--- src/rtl/mips32_pkg.sv ---
// mips32_pkg: opcode/funct/ALU-code constants and the decoded bundle type
package mips32_pkg;
    typedef logic [2:0] alu_control_t;
    localparam logic [5:0] OP_RTYPE = 6'b000000;
    localparam logic [5:0] OP_ADDI  = 6'b001000;
    localparam logic [5:0] OP_ANDI  = 6'b001100;
    localparam logic [5:0] OP_ORI   = 6'b001101;
    localparam logic [5:0] OP_XORI  = 6'b001110;
    localparam logic [5:0] FN_ADD   = 6'b100000;
    localparam logic [5:0] FN_SUB   = 6'b100010;
    localparam logic [5:0] FN_AND   = 6'b100100;
    localparam logic [5:0] FN_OR    = 6'b100101;
    localparam logic [5:0] FN_XOR   = 6'b100110;
    localparam logic [5:0] FN_SLL   = 6'b000000;
    localparam logic [5:0] FN_SRL   = 6'b000010;
    localparam alu_control_t ALU_ADD  = 3'b000;
    localparam alu_control_t ALU_SUB  = 3'b001;
    localparam alu_control_t ALU_AND  = 3'b010;
    localparam alu_control_t ALU_OR   = 3'b011;
    localparam alu_control_t ALU_XOR  = 3'b100;
    localparam alu_control_t ALU_SHL  = 3'b101;
    localparam alu_control_t ALU_SHR  = 3'b110;
    localparam alu_control_t ALU_NONE = 3'b111;
    typedef struct packed {
        logic [4:0]   rs;
        logic [4:0]   rt;
        logic [4:0]   rd;
        alu_control_t alu;
        logic         a_sel;
        logic         b_sel;
        logic [31:0]  imm32;
        logic         reg_we;
        logic         illegal;
    } dec_t;
    localparam dec_t DEC_RST = '{rs: 5'd0, rt: 5'd0, rd: 5'd0, alu: ALU_NONE, a_sel: 1'b0,
                                 b_sel: 1'b0, imm32: 32'd0, reg_we: 1'b0, illegal: 1'b0};
endpackage

--- src/rtl/mips32_alu_ctrl_dec.sv ---
// mips32_alu_ctrl_dec: combinational instruction-to-ALU-control decoder
import mips32_pkg::*;

module mips32_alu_ctrl_dec (
    input  logic [31:0] instr,
    output dec_t        d
);
    logic [5:0] op, fn;
    assign op = instr[31:26];
    assign fn = instr[5:0];
    always_comb begin
        d = '{rs: instr[25:21], rt: instr[20:16], rd: instr[20:16], alu: ALU_NONE, a_sel: 1'b0,
              b_sel: 1'b0, imm32: 32'd0, reg_we: 1'b0, illegal: 1'b1};
        case (op)
            OP_RTYPE: begin
                d.rd = instr[15:11];
                case (fn)
                    FN_ADD:  d.alu = ALU_ADD;
                    FN_SUB:  d.alu = ALU_SUB;
                    FN_AND:  d.alu = ALU_AND;
                    FN_OR:   d.alu = ALU_OR;
                    FN_XOR:  d.alu = ALU_XOR;
                    FN_SLL:  d.alu = ALU_SHL;
                    FN_SRL:  d.alu = ALU_SHR;
                    default: ;
                endcase
                d.illegal = d.alu == ALU_NONE;
                d.reg_we  = !d.illegal;
                // shifts operate on rt with shamt steered through the immediate path
                d.a_sel   = fn == FN_SLL || fn == FN_SRL;
                d.b_sel   = d.a_sel;
                d.imm32   = d.a_sel ? {27'd0, instr[10:6]} : 32'd0;
            end
            OP_ADDI, OP_ANDI, OP_ORI, OP_XORI: begin
                d.alu     = op == OP_ADDI ? ALU_ADD : op == OP_ANDI ? ALU_AND :
                            op == OP_ORI ? ALU_OR : ALU_XOR;
                d.b_sel   = 1'b1;
                d.reg_we  = 1'b1;
                d.illegal = 1'b0;
                d.imm32   = op == OP_ADDI ? {{16{instr[15]}}, instr[15:0]} : {16'd0, instr[15:0]};
            end
            default: ;
        endcase
    end
endmodule

--- src/rtl/mips32_decode_stage.sv ---
// mips32_decode_stage: registered decode stage with valid/ready handshake and flush.
// Define MIPS32_DECODE_ILLEGAL_CNT_EN to add the saturating illegal_cnt output.
import mips32_pkg::*;

module mips32_decode_stage #(
    parameter int DATA_W = 32
) (
    input  logic              clk,
    input  logic              rst_n,
    input  logic              flush,
    input  logic              in_valid,
    output logic              in_ready,
    input  logic [DATA_W-1:0] in_instr,
    output logic              out_valid,
    input  logic              out_ready,
    output logic [2:0]        alu_control,
    output logic [4:0]        rs_addr,
    output logic [4:0]        rt_addr,
    output logic [4:0]        rd_addr,
    output logic              a_sel,
    output logic              b_sel,
    output logic [DATA_W-1:0] imm32,
    output logic              reg_we,
    output logic              illegal
`ifdef MIPS32_DECODE_ILLEGAL_CNT_EN
    ,
    output logic [15:0]       illegal_cnt
`endif
);
    dec_t d, q;
    logic load;

    mips32_alu_ctrl_dec u_dec (.instr(in_instr), .d(d));

    assign in_ready = (!out_valid | out_ready) & !flush;
    assign load     = in_valid & in_ready;

    always_ff @(posedge clk or negedge rst_n) begin
        if (!rst_n) begin
            out_valid <= 1'b0;
            q         <= DEC_RST;
        end else if (flush) begin
            out_valid <= 1'b0;
        end else if (load) begin
            out_valid <= 1'b1;
            q         <= d;
        end else if (out_ready) begin
            out_valid <= 1'b0;
        end
    end

`ifdef MIPS32_DECODE_ILLEGAL_CNT_EN
    always_ff @(posedge clk or negedge rst_n) begin
        if (!rst_n)
            illegal_cnt <= 16'd0;
        else if (load && d.illegal && illegal_cnt != 16'hFFFF)
            illegal_cnt <= illegal_cnt + 16'd1;
    end
`endif

    assign alu_control = q.alu;
    assign rs_addr     = q.rs;
    assign rt_addr     = q.rt;
    assign rd_addr     = q.rd;
    assign a_sel       = q.a_sel;
    assign b_sel       = q.b_sel;
    assign imm32       = q.imm32;
    assign reg_we      = q.reg_we;
    assign illegal     = q.illegal;
endmodule

--- config.mk ---
export PLATFORM = sky130hd
export DESIGN_NAME = mips32_decode_stage
export DESIGN_NICKNAME = d
export VERILOG_FILES = /design/src/rtl/mips32_pkg.sv /design/src/rtl/mips32_alu_ctrl_dec.sv /design/src/rtl/mips32_decode_stage.sv
export SDC_FILE = /design/constraint.sdc
export NUM_CORES = 1
export LEC_CHECK = 0
export ABC_CLOCK_PERIOD_IN_PS = 1350
export CORE_ASPECT_RATIO = 0.7
export CORE_MARGIN = 2
export CORE_UTILIZATION = 31
export DETAILED_ROUTE_END_ITERATION = 12
export GPL_TIMING_DRIVEN = 0
export MAX_ROUTING_LAYER = met4
export PLACE_DENSITY = 0.66
export RECOVER_POWER = 100
export SYNTH_ARGS = -nofsm -noshare
export SYNTH_HDL_FRONTEND = slang
export SYNTH_SLANG_ARGS = --single-unit
--- constraint.sdc ---
create_clock -name clk -period 1.35 [get_ports clk]
set_input_delay 0.3375 -clock clk [delete_from_list [all_inputs] [get_ports clk]]
set_output_delay 0.3375 -clock clk [all_outputs]
set_load 0.02 [all_outputs]
==> results of run 1 <==
-- logic make-up after synthesis --
family / after synthesis
AOI/OAI and AO/OA: 29
xor gates and xnor gates: 1
adders and majority gates: 1
buffers and inverters: 26
DFF: 40
muxes: 6
and+or+nand+nor: 108
-- routing by layer --
metal	GRT usage (%)	vias to the layer above
li1	-	933
met1	27.9	930
met2	28.4	76
met3	4.33	5
met4	2.78	0
met5	-	-
-- stage by stage --
stage / area (um^2) / total power, mW / cells
CTS: 3330 / 3.07 / 405
floorplan: 2010 / 1.70 / 211
global placement: 3020 / 2.12 / 378
global route: 3560 / 3.25 / 410
finish: 3560 / 3.12 / 410
detailed placement: 3040 / 2.13 / 379
-- how the worst max path moves through the flow --
| stage | start | endpoint | slack [ns] | depth (start not counted) |
|---|---|---|---|---|
| 6_report | imm32[30] | imm32[18] | -0.17 | 4 |
| 5_1_grt | imm32[30] | imm32[18] | -0.20 | 4 |
| 4_1_cts | imm32[30] | imm32[17] | -0.18 | 4 |
| 3_5_place_dp | in_instr[31] | reg_we | -0.75 | 7 |
| 3_3_place_gp | rst_n | out_valid | -1.28 | 1 |
| 2_1_floorplan | in_instr[31] | reg_we | -0.16 | 6 |
-- worst max-delay path, delay by kind of cell, from the launching register on --
kind	cells	cell delay [ns]
buf+inv	4	0.47
flops	1	0.42
-- flip-flops by register name, summed over array words and instances, names as in the netlist --
name         cells
reg_we           1
alu_control      3
illegal          1
a_sel            1
out_valid        1
imm32           17
b_sel            1
rt_addr          5
rd_addr          5
rs_addr          5
-- timing repair --
| item | in CTS | in global routing |
|---|---|---|
| hold endpoints to repair | 11 | 0 |
| hold buffers | 1 | 0 |
| setup buffers | 15 | 4 |
| cloned | 2 | 3 |
| resized for setup | 202 | 73 |
| pin swaps | 16 | 16 |
| setup endpoints to repair | 95 | 91 |
-- layout by cell type, fill, tap and decap left out, types with 3 or more instances in the layout --
master,count
a22oi_2,5
dfstp_2,3
nand3_1,4
nand3_2,10
buf_12,4
clkbuf_16,3
mux2i_1,5
clkdlybuf4s50_1,23
dfrtp_1,35
clkdlybuf4s15_1,31
buf_2,4
nand2_1,69
buf_6,25
o21ai_1,13
dlygate4sd2_1,5
nor2_1,8
clkbuf_8,5
clkbuf_1,6
buf_4,29
buf_8,4
-- power breakdown --
part           total [mW]  switching (mW)  internal (mW)
clock               0.975           0.425          0.549
sequential           1.36          0.0557           1.30
combinational       0.787           0.423          0.365
-- area by class of cell --
cell class              count  area (um^2)
fillers                   524         2280
repair buffers            118         1190
flip-flops and latches     40         1010
multi-input cells         145          918
plain buffers              22          239
well taps                  75         93.8
clock buffers               6         72.6
clock inverters             2         35.0
inverters                   2         7.51
==> impl_metrics.json, run 1 <==
{
  "synth_top_cell_by_area": "dfrtp_1",
  "dr.first_iter.drc_count": 83,
  "netlist_area_um2": 1910,
  "r2r_setup_slack_ns": 0,
  "drv_slew": 0,
  "globalplace.congestion": 0.833,
  "highest_layer": "met4",
  "dpl_worst_slack_ns": -0.753,
  "wl_mm": 6.49,
  "num_vias": 1944,
  "cap_violations": 0,
  "clock_sinks": 40,
  "hp-class": "input pin to flip-flop",
  "crit_top_cell": "buf_6",
  "cts_tree": "done",
  "cts-root-buf": "clkbuf_8",
  "synth_area_per_cell_um2": 9.07,
  "clkSlewWorstSetupHoldPaths_ns": 0.08,
  "ir_worst_vdd_uv": 432,
  "powerDensity_nw_per_um2": 877,
  "synth_top_family_by_area": "simple AND/OR/NAND/NOR gates",
  "r2r-end": "imm32[3]",
  "startpoint_type": "flip-flop",
  "htreeDepth": 2,
  "grt_usage_pct": 19.3,
  "violations": "setup timing",
  "hold_start": "flush",
  "p_leak_nw": 1.65,
  "arrival_ns": 1.19,
  "area_growth_pct": 86.0,
  "wl_met2_mm": 2.93,
  "grt.overflow.total": 0,
  "critPathKind": "flip-flop to output pin",
  "first_global_vias": 1944,
  "hold_viol": 0,
  "slew_headroom_pct": 50.6,
  "ant_nets": 0,
  "cts_made_buffers": 5,
  "min_period_ns": 1.52,
  "endpoint_kind": "output pin",
  "postLayoutCoreUtil_pct": 61.0,
  "m1WireLength_mm": 3.07,
  "yosys-top-cells-area": "dfrtp_1 (48%), nand2_1 (14%), buf_4 (6.3%)",
  "ys_types": 33,
  "status": "complete, but fails checks",
  "fin_nets": 371,
  "yosysWarnings": 0,
  "critical_path.cell_chain": "buf_6 > buf_6 > buf_6 > buf_6",
  "clockBufferDepth": 2,
  "drtPass1Iterations": 4,
  "drive_gt1_share_pct": 36.1,
  "hold_ws_ns": 0.392,
  "die_h_um": 69.7,
  "die_area_um2": 6830,
  "synth_top_area_share_pct": 48.4,
  "clock.fmax_ghz": 0.656,
  "n_antenna_cell": 0,
  "port_buffers": 92,
  "synthArstFlopShare_pct": 100,
  "yosysMostFrequentCell": "nand2_1",
  "clk-insertion-delay-late_ns": 0.29,
  "synth.top_cells.by_count": "nand2_1 (72), dfrtp_1 (37), buf_4 (16)",
  "die_w_um": 97.9,
  "setup_ws_ns": -0.174,
  "place_hpwl_mm": 4.41,
  "fp-row-count": 23,
  "setup_viol": 40,
  "cp_max_fo": 7,
  "worstHoldEndpoint": "out_valid",
  "required_ns": 1.01,
  "yosysSeqAreaShare_pct": 52.5,
  "clock_skew_ns": 0.00987,
  "grt_pass1_wl_mm": 10.1,
  "grt_max_degree": 30,
  "synth_nets": 248,
  "fin_crit_sh_pct": 113,
  "core_um2": 5840,
  "hold_depth": 2,
  "post-route-drc-count": 0,
  "synth_edf_count": 0,
  "cp_slowest_stage_delay_ns": 0.42,
  "rsz0062_at_grt": "yes",
  "via_per_inst": 4.74,
  "r2r_cells": 7,
  "antenna_found_initial": 0,
  "cpMaxStageDelayCell": "dfrtp_2",
  "ys_ff_latch": 40,
  "synthAdderAreaFrac_pct": 0.523,
  "synthCells": 211,
  "post_drt_wl_per_cell_um": 15.8,
  "synth_simple_gate_area_share_pct": 25.0,
  "tightest_slew_ns": 0.740,
  "io_pins": 93,
  "regToRegStartpoint": "out_valid",
  "synth_compound_area_share_pct": 9.54,
  "synthXorXnorAreaFrac_pct": 0.458,
  "synth_mux_area_share_pct": 3.14,
  "floorplan.initialDensity_pct": 32.8,
  "setup_tns_ns": -2.45,
  "wl_met3_um": 458,
  "synth_flop_cell": "dfrtp_1"
}
(Power assumes the default switching activity.)
==> run 2, diff against run 1 <==
SKIP_LAST_GASP = 1   (was unset)
==> impl_metrics.json, run 2 (same netlist as run 1, synthesis figures left out) <==
{
  "cap_violations": 0,
  "p_leak_nw": 1.63,
  "io_pins": 93,
  "status": "complete, but fails checks",
  "postLayoutCoreUtil_pct": 60.0,
  "clock_sinks": 40,
  "drive_gt1_share_pct": 35.9,
  "tightest_slew_ns": 0.744,
  "layout.cells.non_filler": 409,
  "fillCellCount": 533,
  "ant_nets": 0,
  "m1WireLength_mm": 3.16,
  "startpoint_type": "flip-flop",
  "wl_met2_mm": 2.94,
  "rsz0062_at_grt": "yes",
  "regToRegStartpoint": "out_valid",
  "via_per_inst": 4.73,
  "required_ns": 1.01,
  "post_drt_wl_per_cell_um": 15.9,
  "ir_worst_vdd_uv": 442,
  "powerDensity_nw_per_um2": 889,
  "die_w_um": 97.9,
  "cts-root-buf": "clkbuf_8",
  "place_area_um2": 3040,
  "grt.overflow.total": 0,
  "drv_slew": 0,
  "core_um2": 5840,
  "r2r_setup_slack_ns": -0.04,
  "critical_path.cell_chain": "buf_6 > buf_6 > buf_6 > buf_6",
  "crit_path_start": "imm32[30]",
  "cpMaxStageDelayCell": "dfrtp_2",
  "die_h_um": 69.7,
  "htreeDepth": 2,
  "r2r_cells": 7,
  "slew_headroom_pct": 50.4,
  "post-route-drc-count": 0,
  "num_vias": 1933,
  "clockBufferDepth": 2,
  "dpl_worst_slack_ns": -0.753,
  "die_area_um2": 6830,
  "highest_layer": "met4",
  "cp_slowest_stage_delay_ns": 0.42,
  "cts_tree": "done",
  "globalplace.congestion": 0.833,
  "min_period_ns": 1.53,
  "dr.first_iter.drc_count": 87,
  "hp-class": "input pin to flip-flop",
  "grt_pass1_wl_mm": 10.1,
  "place_hpwl_mm": 4.41,
  "arrival_ns": 1.19,
  "drtPass1Iterations": 4,
  "clock.fmax_ghz": 0.655,
  "crit_path_end": "imm32[18]",
  "crit_top_cell": "buf_6",
  "fin_crit_sh_pct": 113,
  "antenna_found_initial": 0,
  "cts_made_buffers": 5,
  "final_area_um2": 3500,
  "wl_met3_um": 373,
  "violations": "setup timing",
  "floorplan.initialDensity_pct": 32.8,
  "r2r-end": "imm32[30]",
  "setup_ws_ns": -0.176,
  "clk-insertion-delay-late_ns": 0.29,
  "grt_max_degree": 30,
  "power_mw": 3.12,
  "first_global_vias": 1944,
  "fin_nets": 370,
  "endpoint_kind": "output pin",
  "clkSlewWorstSetupHoldPaths_ns": 0.08,
  "clock_skew_ns": 0.00909,
  "largest_reg_flops": 17,
  "setup_viol": 32,
  "port_buffers": 92,
  "hold_viol": 0,
  "area_growth_pct": 83.1,
  "final_common_cell": "nand2_1",
  "cp_max_fo": 7,
  "grt_usage_pct": 19.3,
  "wl_mm": 6.50,
  "critPathKind": "flip-flop to output pin",
  "fp-row-count": 23,
  "dp.cells": 379,
  "n_antenna_cell": 0,
  "mostFrequentLayoutCells": "nand2_1 (69), dfrtp_1 (35), buf_4 (33), clkdlybuf4s15_1 (31), clkdlybuf4s50_1 (24)"
}
## run 2: area by class of cell
type                            instances  area (um^2)  area share (%)
Timing Repair Buffer                  118         1160            33.2
Buffer                                 21          216            6.18
Clock buffer                            6         72.6            2.07
Sequential cell                        40         1010            28.7
Clock inverter                          2         35.0            1.00
Tap cell                               75         93.8            2.68
Multi-Input combinational cell        145          908            25.9
Inverter                                2         7.51           0.214
## run 2: report_power, final
group / internal [mW] / leakage [nW] / switching, mW
Combinational: 0.357 / 1.06 / 0.420
Sequential: 1.30 / 0.513 / 0.0557
Clock: 0.549 / 0.0552 / 0.430
## run 2: layer usage
metal	global-route usage, %	vias up
met5	-	-
met4	2.78	0
met3	4.33	3
met2	28.4	66
met1	27.8	936
li1	-	928
## run 2: critical path, delay by kind of cell (launching register included)
| family | cells | cell delay, ns |
|---|---|---|
| DFF | 1 | 0.42 |
| buffers and inverters | 4 | 0.48 |
## run 2: per-stage QoR
step,hold slack [ns],TNS [ns]
finish,0.390,-2.27
global route,0.404,-4.84
CTS,0.388,-3.63
detailed placement,0.244,-31.73
global placement,0.451,-74.09
floorplan,0.0419,-2.11
## run 2: worst min path at each step
stage / from / endpoint / slack [ns] / cells after the start
after CTS: flush / out_valid / 0.39 / 2
after detailed placement: rst_n / imm32[13] / 0.24 / 1
final: flush / out_valid / 0.39 / 2
after floorplan: rst_n / a_sel / 0.04 / 0
after global placement: imm32[6] / imm32[6] / 0.45 / 2
after global routing: flush / out_valid / 0.40 / 2
## run 2: repair_timing
action,CTS,global route
cloned,2,3
pin swaps,16,16
resized for setup,196,73
hold buffers,1,0
setup endpoints to repair,95,91
hold endpoints to repair,11,0
buffers inserted,15,4
